===== src/rtl/dtt_xbar_scheduler.sv =====
// dtt_xbar_scheduler
// Credit-aware round-robin crossbar scheduler. Each output picks one requesting
// input per cycle, scanning from its round-robin pointer, as long as it holds at
// least one downstream credit. Grants (in_ready) are combinational. The crossbar
// select/valid lines are registered and lag the grant by one cycle. A credit
// returned to an output that is already full raises a sticky overflow flag.
module dtt_xbar_scheduler #(
   parameter int N_IN    = 4,
   parameter int N_OUT   = 4,
   parameter int CREDITS = 2
) (
   input  logic                     clk,
   input  logic                     rst_n,
   input  logic                     in_valid        [0:N_IN-1],
   input  logic [$clog2(N_OUT)-1:0] in_dest         [0:N_IN-1],
   output logic                     in_ready        [0:N_IN-1],
   input  logic                     credit_return   [0:N_OUT-1],
   output logic [$clog2(N_IN)-1:0]  xbar_sel        [0:N_OUT-1],
   output logic                     xbar_valid      [0:N_OUT-1],
   output logic                     credit_overflow
);

   localparam int SW = $clog2(N_IN);
   localparam int DW = $clog2(N_OUT);
   localparam int CW = $clog2(CREDITS + 1);
   localparam logic [CW-1:0] CRED_FULL = CW'(CREDITS);
   localparam logic [CW-1:0] CRED_ONE  = CW'(1);

   // (base + k) mod N_IN, valid for 0 <= k < N_IN; works for non-power-of-two N_IN
   function automatic logic [SW-1:0] wrap_add(input logic [SW-1:0] base, input int k);
      int s;
      s = int'(base) + k;
      if (s >= N_IN) begin
         s = s - N_IN;
      end else begin
         s = s;
      end
      return SW'(s);
   endfunction

   // per-output state
   logic [SW-1:0] rr_ptr_q   [0:N_OUT-1];
   logic [SW-1:0] rr_ptr_d   [0:N_OUT-1];
   logic [CW-1:0] credit_q   [0:N_OUT-1];
   logic [CW-1:0] credit_d   [0:N_OUT-1];
   logic [SW-1:0] xsel_q     [0:N_OUT-1];
   logic [SW-1:0] xsel_d     [0:N_OUT-1];
   logic          xvalid_q   [0:N_OUT-1];
   logic          xvalid_d   [0:N_OUT-1];
   logic          overflow_q;
   logic          overflow_d;

   // arbitration results
   logic [N_IN-1:0] cand_s  [0:N_OUT-1];
   logic            grant_s [0:N_OUT-1];
   logic [SW-1:0]   win_s   [0:N_OUT-1];

   // candidate matrix: input i requests output j
   always_comb begin
      for (int j = 0; j < N_OUT; j++) begin
         cand_s[j] = '0;
         for (int i = 0; i < N_IN; i++) begin
            if (in_valid[i] && (in_dest[i] == DW'(j))) begin
               cand_s[j][i] = 1'b1;
            end else begin
               cand_s[j][i] = 1'b0;
            end
         end
      end
   end

   // per-output round-robin scan from rr_ptr; no grant without credit or in reset
   always_comb begin
      logic [SW-1:0] idx;
      idx = '0;
      for (int j = 0; j < N_OUT; j++) begin
         grant_s[j] = 1'b0;
         win_s[j]   = '0;
         for (int k = 0; k < N_IN; k++) begin
            idx = wrap_add(rr_ptr_q[j], k);
            if (rst_n && !grant_s[j] && (credit_q[j] != '0) && cand_s[j][idx]) begin
               grant_s[j] = 1'b1;
               win_s[j]   = idx;
            end else begin
               grant_s[j] = grant_s[j];
            end
         end
      end
   end

   // fan winners back to inputs; an input has one destination so at most one grant
   always_comb begin
      for (int i = 0; i < N_IN; i++) begin
         in_ready[i] = 1'b0;
      end
      for (int j = 0; j < N_OUT; j++) begin
         if (grant_s[j]) begin
            in_ready[win_s[j]] = 1'b1;
         end else begin
            in_ready[win_s[j]] = in_ready[win_s[j]];
         end
      end
   end

   // next-state: pointer advance, select capture and credit accounting
   always_comb begin
      overflow_d = overflow_q;
      for (int j = 0; j < N_OUT; j++) begin
         rr_ptr_d[j] = rr_ptr_q[j];
         credit_d[j] = credit_q[j];
         xsel_d[j]   = xsel_q[j];
         xvalid_d[j] = 1'b0;
         if (grant_s[j]) begin
            xvalid_d[j] = 1'b1;
            xsel_d[j]   = win_s[j];
            rr_ptr_d[j] = wrap_add(win_s[j], 1);
         end else begin
            xvalid_d[j] = 1'b0;
         end
         if (grant_s[j] && !credit_return[j]) begin
            credit_d[j] = credit_q[j] - CRED_ONE;
         end else if (!grant_s[j] && credit_return[j]) begin
            if (credit_q[j] == CRED_FULL) begin
               // credit already full: saturate and flag the protocol error
               overflow_d = 1'b1;
            end else begin
               credit_d[j] = credit_q[j] + CRED_ONE;
            end
         end else begin
            // neither, or grant and return together: count unchanged
            credit_d[j] = credit_q[j];
         end
      end
   end

   // state registers with asynchronous active-low reset
   always_ff @(posedge clk or negedge rst_n) begin
      if (!rst_n) begin
         overflow_q <= 1'b0;
         for (int j = 0; j < N_OUT; j++) begin
            rr_ptr_q[j] <= '0;
            credit_q[j] <= CRED_FULL;
            xsel_q[j]   <= '0;
            xvalid_q[j] <= 1'b0;
         end
      end else begin
         overflow_q <= overflow_d;
         for (int j = 0; j < N_OUT; j++) begin
            rr_ptr_q[j] <= rr_ptr_d[j];
            credit_q[j] <= credit_d[j];
            xsel_q[j]   <= xsel_d[j];
            xvalid_q[j] <= xvalid_d[j];
         end
      end
   end

   // registered outputs
   always_comb begin
      credit_overflow = overflow_q;
      for (int j = 0; j < N_OUT; j++) begin
         xbar_sel[j]   = xsel_q[j];
         xbar_valid[j] = xvalid_q[j];
      end
   end

endmodule

===== config.mk =====
export PLATFORM = sky130hd
export DESIGN_NAME = dtt_xbar_scheduler
export DESIGN_NICKNAME = d
export VERILOG_FILES = /design/src/rtl/dtt_xbar_scheduler.sv
export SDC_FILE = /design/constraint.sdc
export NUM_CORES = 1
export LEC_CHECK = 0
export ABC_AREA = 1
export BUFFER_PORTS_ARGS = -buffer_cell sky130_fd_sc_hd__buf_2
export CAP_MARGIN = 15
export CORE_ASPECT_RATIO = 0.7
export CORE_MARGIN = 10
export CORE_UTILIZATION = 30
export CTS_BUF_LIST = sky130_fd_sc_hd__clkbuf_8
export DETAILED_ROUTE_END_ITERATION = 7
export MAX_ROUTING_LAYER = met4
export PLACE_DENSITY = 0.47
export SKIP_CTS_REPAIR_TIMING = 1
export SKIP_LAST_GASP = 1
export SLEW_MARGIN = 20
export SYNTH_ARGS = -nofsm -noshare
export SYNTH_HDL_FRONTEND = slang
export SYNTH_SLANG_ARGS = --single-unit

===== constraint.sdc =====
create_clock -name clk -period 10.2 [get_ports clk]
set_clock_uncertainty 0.2 [all_clocks]
set_input_delay 1.53 -clock clk [delete_from_list [all_inputs] [get_ports clk]]
set_output_delay 1.53 -clock clk [all_outputs]
set_load 0.01 [all_outputs]

==> results of run 1 <==
final cells by class:
cell class / count / area, um^2
fill: 1075 / 6280
multi-input combinational: 355 / 1970
sequential: 29 / 731
inverter: 68 / 258
timing repair buffer: 34 / 170
tap: 128 / 160
clock buffer: 6 / 82.6
clock inverter: 2 / 37.5
cell families (layout without fill, tap and decap cells):
| family | after synthesis | after routing | synth area share (%) |
|---|---|---|---|
| flops | 29 | 29 | 24.5 |
| simple gates | 267 | 267 | 42.0 |
| xor+xnor | 11 | 11 | 3.48 |
| fa+ha+maj | 24 | 24 | 10.1 |
| buf+inv | 72 | 110 | 9.68 |
| compound gates | 53 | 53 | 10.3 |
per-layer routing:
layer,vias to the layer above,routed length (um),share of wire [%],track usage [%]
met3,5,328,4.2,1.69
met4,0,55,0.70,2.40
met2,83,2990,38,16.2
met1,1309,4470,57,16.9
met5,-,0,0,-
li1,1542,-,-,-
cells in the final DEF, fill, tap and decap left out, drive strengths merged:
master / instances
ha: 24
xor2: 9
clkinvlp: 1
o21ai: 34
buf: 34
bufinv: 1
dfstp: 4
nor3: 1
nand2: 135
a311o: 1
nor2: 49
or2: 2
nand4: 10
a32oi: 1
clkinv: 1
clkbuf: 6
nor4: 1
o211ai: 2
xnor2: 2
dfrtp: 25
inv: 67
o21a: 1
nand3: 69
a21oi: 11
a211oi: 3
through the flow:
step           power [mW]  instance area, um^2
2_1_floorplan       0.917                 2990
3_3_place_gp         1.14                 3280
3_5_place_dp         1.14                 3280
4_1_cts              1.27                 3400
5_1_grt              1.43                 3400
6_report             1.26                 3400
tightest hold or removal path, cell delays in order, from the launching register on:
cell	delay (ns)
dfrtp_1	0.34
nand2_1	0.05
nand2_1	0.06
worst paths after layout:
check | from | to | slack (ns) | depth (start not counted)
worst max-delay path | rst_n | in_ready[1] | 3.47 | 26
worst min-delay path | xbar_sel[1] | xbar_sel[1] | 0.28 | 2
worst max register to register | rr_ptr_q[0] | credit_q[1] | 6.99 | 14
worst min register to register | xbar_sel[1] | xbar_sel[1] | 0.28 | 2
max in group asynchronous | rst_n | rr_ptr_q[0] | 8.29 | 1
min in group asynchronous | rst_n | credit_q[0] | 1.07 | 1
flip-flops by register name (all words and copies together), names as in the netlist:
signal,flops
credit_overflow,1
rr_ptr_q,8
xbar_valid,4
xbar_sel,8
credit_q,8
where the power goes:
group          switching, mW  internal (mW)
sequential            0.0608          0.180
combinational          0.582          0.307
clock                 0.0470         0.0793
total                  0.690          0.567
==> results_dict.tcl, run 1 <==
set metrics [dict create \
    status "finished clean" \
    route.antenna.remaining_nets 0 \
    die_h_um 103 \
    cp_top_family "simple AND/OR/NAND/NOR gates" \
    drive_above_1_share_pct 18.6 \
    cpMaxStageDelayCell "buf_2" \
    ys.warnings.count 0 \
    drc 0 \
    leakagePower_nw 1.85 \
    grt_pass1_wl_um 13500 \
    fmax_mhz 149 \
    setup_tns_ns 0 \
    dp.cells 614 \
    clock_latency_ns 0.29 \
    peakVddDrop_mv 0.163 \
    grtUsageTotal_pct 11.5 \
    maxCapViolCount 0 \
    fin_hold_ws_ns 0.278 \
    synth_area_leader_cell "dfrtp_1" \
    via_per_inst 4.73 \
    post-place-ws_ns 3.40 \
    area_delta_synth_final_pct 14.0 \
    io-pin-count 35 \
    setup_violations 0 \
    clock_tree.root_cell "clkbuf_8" \
    drt_first_pass_iters 5 \
    syn_avg_cell_area_um2 6.55 \
    synthArstFlopShare_pct 100 \
    initial_core_util_pct 30.8 \
    yosysMostFrequentCell "nand2_1" \
    clock_path_buffers 2 \
    rsz0062_at_grt "no" \
    dp_hpwl_um 6480 \
    synth.top_cells.by_count "nand2_1, nand3_1, inv_1" \
    synth-edff-count 0 \
    cts_tree "done" \
    final_util_pct 35.2 \
    cpMostUsedCell "nand2_1" \
    h-tree-depth 2 \
    grt_max_degree 31 \
    critPathKind "input port to primary output" \
    syn_area_mm2 0.00299 \
    syn_nets 498 \
    nets 535 \
    crit_required_ns 8.47 \
    wirelength_um 7850 \
    netlist_instances 456 \
    antenna_found_initial 0 \
    path_clk_slew_ns 0.07 \
    cp.arrival_ns 5.00 \
    worstHoldPathType "register to register" \
    vias 2939 \
    setup_ws_ns 3.47 \
    synthFlopType "dfrtp_1" \
    drt_iter0_drc 149 \
    worstMarginPinSlew_ns 0.667 \
    core_area_mm2 0.00968 \
    grt_pass1_vias 2824 \
    clkSinkCount 29 \
    fin_crit_ns 6.73 \
    drv_slew 0 \
    ys_ff_latch 29 \
    cts-buffers-inserted 5 \
    rows 30 \
    powerDensity_mw_per_mm2 369 \
    diodes 0 \
    slew_headroom_pct 55.5 \
    finalHoldViolations 0 \
    synth-seq-area-share_pct 24.5 \
    synth_cell_types 36 \
    port_buffers 34 \
    startpoint_type "input port" \
    synthTopCellsByArea "dfrtp_1, nand2_1, nand3_1, ha_1, inv_1" \
    wl_per_cell_um 12.6 \
    die-area_mm2 0.0144 \
    die_w_um 139 \
    finalCritPeriodShare_pct 66.0 \
    fin_cells 622 \
    critPathBufInv 6 \
    overflow 0 \
    slowest_delay_ns 0.52 \
    place_congestion 0.872 \
    cp_max_fo 30 \
    synth_top_area_share_pct 21.0 \
    crit_path_end_kind "primary output" \
]
Power figures use the tool's default switching activity.
==> run 2, diff against run 1 <==
- ABC_AREA: 1 -> 0
- clock period: 10.2 -> 6.35 ns (I/O delays scaled with it)
==> run 2 against run 1 <==
- clock power rose by 34%
- power down 24%
- global-route usage shrank 0.92 points
- sequential power up 54%
==> results_dict.tcl, run 2 <==
set metrics [dict create \
    status "finished clean" \
    synthFlopType "dfrtp_1" \
    synth.top_cells.by_count "dfrtp_1, inv_1, ha_1" \
    worstMarginPinSlew_ns 0.863 \
    syn_avg_cell_area_um2 9.21 \
    setup_tns_ns 0 \
    initial_core_util_pct 31.5 \
    fin_hold_ws_ns 0.281 \
    total_power_uw 960 \
    clkSinkCount 29 \
    grt_pass1_vias 1906 \
    wl_per_cell_um 15.7 \
    worstHoldPathType "register to register" \
    post-place-ws_ns 1.51 \
    place_area_mm2 0.00263 \
    drive_above_1_share_pct 21.1 \
    fin_crit_ns 4.75 \
    ys.warnings.count 0 \
    die_w_um 126 \
    peakVddDrop_mv 0.175 \
    powerDensity_mw_per_mm2 352 \
    netlist_instances 256 \
    die_h_um 94.2 \
    mostFrequentLayoutCell "buf_2" \
    finalCritPeriodShare_pct 74.8 \
    fin_cells 392 \
    r2r-start "rr_ptr_q[3]" \
    place_congestion 0.838 \
    final_cell_mix "buf_2, inv_1, dfrtp_1, ha_1, nor2_1" \
    drt_iter0_drc 90 \
    cp.arrival_ns 3.60 \
    vias 1979 \
    worstHoldStart "xbar_sel[2]" \
    crit_required_ns 5.20 \
    final_util_pct 36.4 \
    synth-seq-area-share_pct 31.0 \
    synthTopCellsByArea "dfrtp_1, ha_1, dfstp_2, o21ai_0, inv_1" \
    synth_top_area_share_pct 26.5 \
    setup_ws_ns 1.60 \
    cts_tree "done" \
    drv_slew 0 \
    wirelength_um 6160 \
    clock_latency_ns 0.28 \
    fmax_mhz 211 \
    drt_first_pass_iters 4 \
    critPathKind "input port to primary output" \
    port_buffers 34 \
    synth_area_leader_cell "dfrtp_1" \
    ys_ff_latch 29 \
    slew_headroom_pct 42.2 \
    grt_pass1_wl_um 10000 \
    dp.cells 384 \
    design_area_mm2 0.00273 \
    rows 26 \
    antenna_found_initial 0 \
    grtUsageTotal_pct 10.6 \
    setup_violations 0 \
    overflow 0 \
    grt_max_degree 25 \
    drc 0 \
    crit_path_end_kind "primary output" \
    leakagePower_nw 1.27 \
    via_per_inst 5.05 \
    die-area_mm2 0.0119 \
    h-tree-depth 2 \
    synthArstFlopShare_pct 100 \
    dp_hpwl_um 5070 \
    core_area_mm2 0.00748 \
    synth-edff-count 0 \
    cts-buffers-inserted 5 \
    syn_nets 298 \
    cp_max_fo 24 \
    io-pin-count 35 \
    rsz0062_at_grt "no" \
    synth_cell_types 59 \
    area_delta_synth_final_pct 15.7 \
    maxCapViolCount 0 \
    r2r_setup_slack_ns 3.70 \
    clock_path_buffers 2 \
    clock_tree.root_cell "clkbuf_8" \
    syn_area_mm2 0.00236 \
    crit_path_start "rst_n" \
    path_clk_slew_ns 0.06 \
    startpoint_type "input port" \
    nets 335 \
    diodes 0 \
    route.antenna.remaining_nets 0 \
    finalHoldViolations 0 \
]
[run 2: cell types whose count changed after synthesis, sizes merged, moves of 8 or more]
cell	before	now
nand2	135	9
nand3	69	8
inv	67	27
nor2	49	20
o21ai	34	23
a21o	0	10
nand3b	0	9
mux2i	0	8
[run 2: layout make-up]
cell class | count | area, um^2
flip-flops and latches | 29 | 731
fillers | 805 | 4760
inverters | 27 | 101
clock inverters | 1 | 5.00
well taps | 98 | 123
repair buffers | 35 | 178
multi-input cells | 195 | 1490
clock buffers | 7 | 96.3
[run 2: layer usage]
layer / global-route usage, % / up-vias / part of all wire (%)
met2: 15.1 / 30 / 41
met3: 2.82 / 2 / 3.3
met4: 2.27 / 0 / 0.44
li1: - / 1003 / -
met1: 14.6 / 944 / 55
met5: - / - / 0
[run 2: cells by family after synthesis]
logic type | share of synthesized area (%)
buf+inv | 5.68
simple gates | 18.6
mux | 3.40
fa+ha+maj | 12.7
flops | 31.0
compound gates | 25.6
xor+xnor | 2.97
[run 2: path summary, 6_finish.rpt]
kind,endpoint,cells after the start
setup / recovery,in_ready[0],11
hold / removal,xbar_sel[2],2
setup reg to reg,rr_ptr_q[3],7
hold reg to reg,xbar_sel[2],2
max in group asynchronous,credit_q[5],2
min in group asynchronous,xbar_sel[3],1
[run 2: report_power, final]
group	internal, mW	switching [mW]	total (mW)
sequential	0.277	0.0952	0.372
clock	0.0978	0.0708	0.169
combinational	0.186	0.233	0.419
[run 2: worst max-delay path, stage by stage]
cell and delay (ns):
buf_2 0.24, buf_4 0.36, o21ai_0 0.26, a211oi_1 0.59
inv_1 0.15, ha_1 0.27, a22oi_1 0.17, nand4_1 0.18
mux2i_1 0.18, mux2i_1 0.08, buf_2 0.15
==> run 3, diff against run 2 <==
- ABC_AREA: 0 -> 1
- clock period: 6.35 -> 4.59 ns (I/O delays scaled with it)
==> run 3 against run 2 <==
- critical path depth grew 17
- first-iteration DRC count increased by 130%
- via count increased by 49%
- die area grew 21%
- register-to-register slack lost 2.2 ns
- cell area rose by 36%
- global-route usage increased by 0.55 points
- power increased to 3.2 times the previous value
- sequential cell count unchanged
- worst setup slack got worse by 1.4 ns
- sequential share of layout area down 7.0 points
- critical path type unchanged
- largest power group unchanged
==> results_dict.tcl, run 3 (synthesis results as in run 1) <==
set metrics [dict create \
    cpMaxStageDelayCell "a211oi_2" \
    maxCapViolCount 0 \
    grt_max_degree 30 \
    h-tree-depth 2 \
    peakVddDrop_mv 0.340 \
    crit_path_end_kind "primary output" \
    startpoint_type "input port" \
    critPathBufInv 6 \
    setup_violations 0 \
    critPathKind "input port to primary output" \
    crit_required_ns 3.70 \
    fmax_mhz 229 \
    vias 2955 \
    cts_tree "done" \
    drt_iter0_drc 209 \
    io-pin-count 35 \
    overflow 0 \
    grt_pass1_wl_um 13100 \
    initial_core_util_pct 30.8 \
    mostFrequentLayoutCell "nand2_1" \
    drive_above_1_share_pct 28.9 \
    grt_pass1_vias 2747 \
    fill_cells 1027 \
    cp.arrival_ns 3.47 \
    finalHoldViolations 0 \
    leakagePower_nw 1.95 \
    grtUsageTotal_pct 11.2 \
    die_h_um 103 \
    drt_first_pass_iters 4 \
    wirelength_um 7950 \
    clkSinkCount 29 \
    area_delta_synth_final_pct 23.9 \
    clock_tree.root_cell "clkbuf_8" \
    port_buffers 34 \
    fin_crit_ns 4.36 \
    diodes 0 \
    drv_slew 0 \
    clock_path_buffers 2 \
    slew_headroom_pct 62.6 \
    finalCritPeriodShare_pct 95.0 \
    powerDensity_mw_per_mm2 827 \
    path_clk_slew_ns 0.06 \
    wl_per_cell_um 12.5 \
    cts-buffers-inserted 5 \
    clock_latency_ns 0.28 \
    final_cell_mix "nand2_1, inv_1, nand3_1, nor2_1, buf_2" \
    total_power_mw 3.06 \
    die-area_mm2 0.0144 \
    cp_top_family "simple AND/OR/NAND/NOR gates" \
    cp_max_fo 5 \
    multiInputGateArea_mm2 0.00217 \
    antenna_found_initial 0 \
    place_area_mm2 0.00333 \
    die_w_um 139 \
    dp_hpwl_um 6330 \
    via_per_inst 4.65 \
    drc 0 \
    place_congestion 0.847 \
    rows 30 \
    ff_latch_area_um2 733 \
    status "finished clean" \
    worstMarginPinSlew_ns 0.557 \
    design_area_mm2 0.00370 \
    slowest_delay_ns 0.23 \
    route.antenna.remaining_nets 0 \
    core_area_mm2 0.00968 \
    worstHoldPathType "input port to async pin" \
    nets 549 \
]
[run 3: power by group]
group,switching [mW],leakage [nW],internal [mW],total [mW]
clock network,0.101,0.0491,0.103,0.204
logic,1.47,1.55,0.858,2.32
registers,0.132,0.343,0.402,0.534
total,1.70,1.95,1.36,3.06
[run 3: cell type report]
class                           count  area share (%)
Clock inverter                      3           0.372
Sequential cell                    29            19.8
Timing Repair Buffer               48            7.85
Multi-Input combinational cell    355            58.7
Clock buffer                        5            1.86
Tap cell                          128            4.33
Inverter                           68            7.04
[run 3: worst paths after layout]
kind / start / end / slack [ns] / cells after the start
worst max-delay path: in_valid[3] / in_ready[3] / 0.23 / 28
worst max register to register: rr_ptr_q[2] / credit_overflow / 1.55 / 13
max in group asynchronous: rst_n / credit_q[7] / 3.63 / 2
min in group clk: xbar_sel[5] / xbar_sel[5] / 0.28 / 2
worst min register to register: xbar_sel[5] / xbar_sel[5] / 0.28 / 2
worst min-delay path: rst_n / xbar_valid[1] / 0.24 / 2
[run 3: stage by stage]
step / setup TNS (ns) / utilization, % / std cells / hold WS, ns / worst slack [ns]
after floorplan: 0 / - / 456 / 0.193 / 0.700
after global placement: 0 / 34.4 / 620 / 0.263 / 0.139
after detailed placement: 0 / 34.4 / 620 / 0.267 / 0.141
after CTS: 0 / 35.2 / 628 / 0.252 / 0.124
after global routing: -0.0744 / 38.2 / 636 / 0.262 / -0.0334
final: 0 / 38.2 / 636 / 0.242 / 0.230
[run 3: routing by layer]
layer	share of wire (%)	vias to the layer above	GRT usage (%)	wire length, um
li1	-	1573	-	-
met1	60	1326	17.1	4750
met2	37	48	14.7	2980
met3	1.8	8	1.64	144
met4	1.0	0	2.40	81
met5	0	-	-	0
[run 3: worst register-to-register path: stages (launching register included)]
cell and delay (ns):
dfrtp_1 0.47, inv_1 0.18, nand2_1 0.10, o21ai_1 0.08
nand2_1 0.10, o21ai_0 0.11, a211oi_1 0.35, nand2_1 0.15
nand3_1 0.30, inv_1 0.23, ha_1 0.23, nand3_1 0.08
nand3_1 0.08, a311o_1 0.27
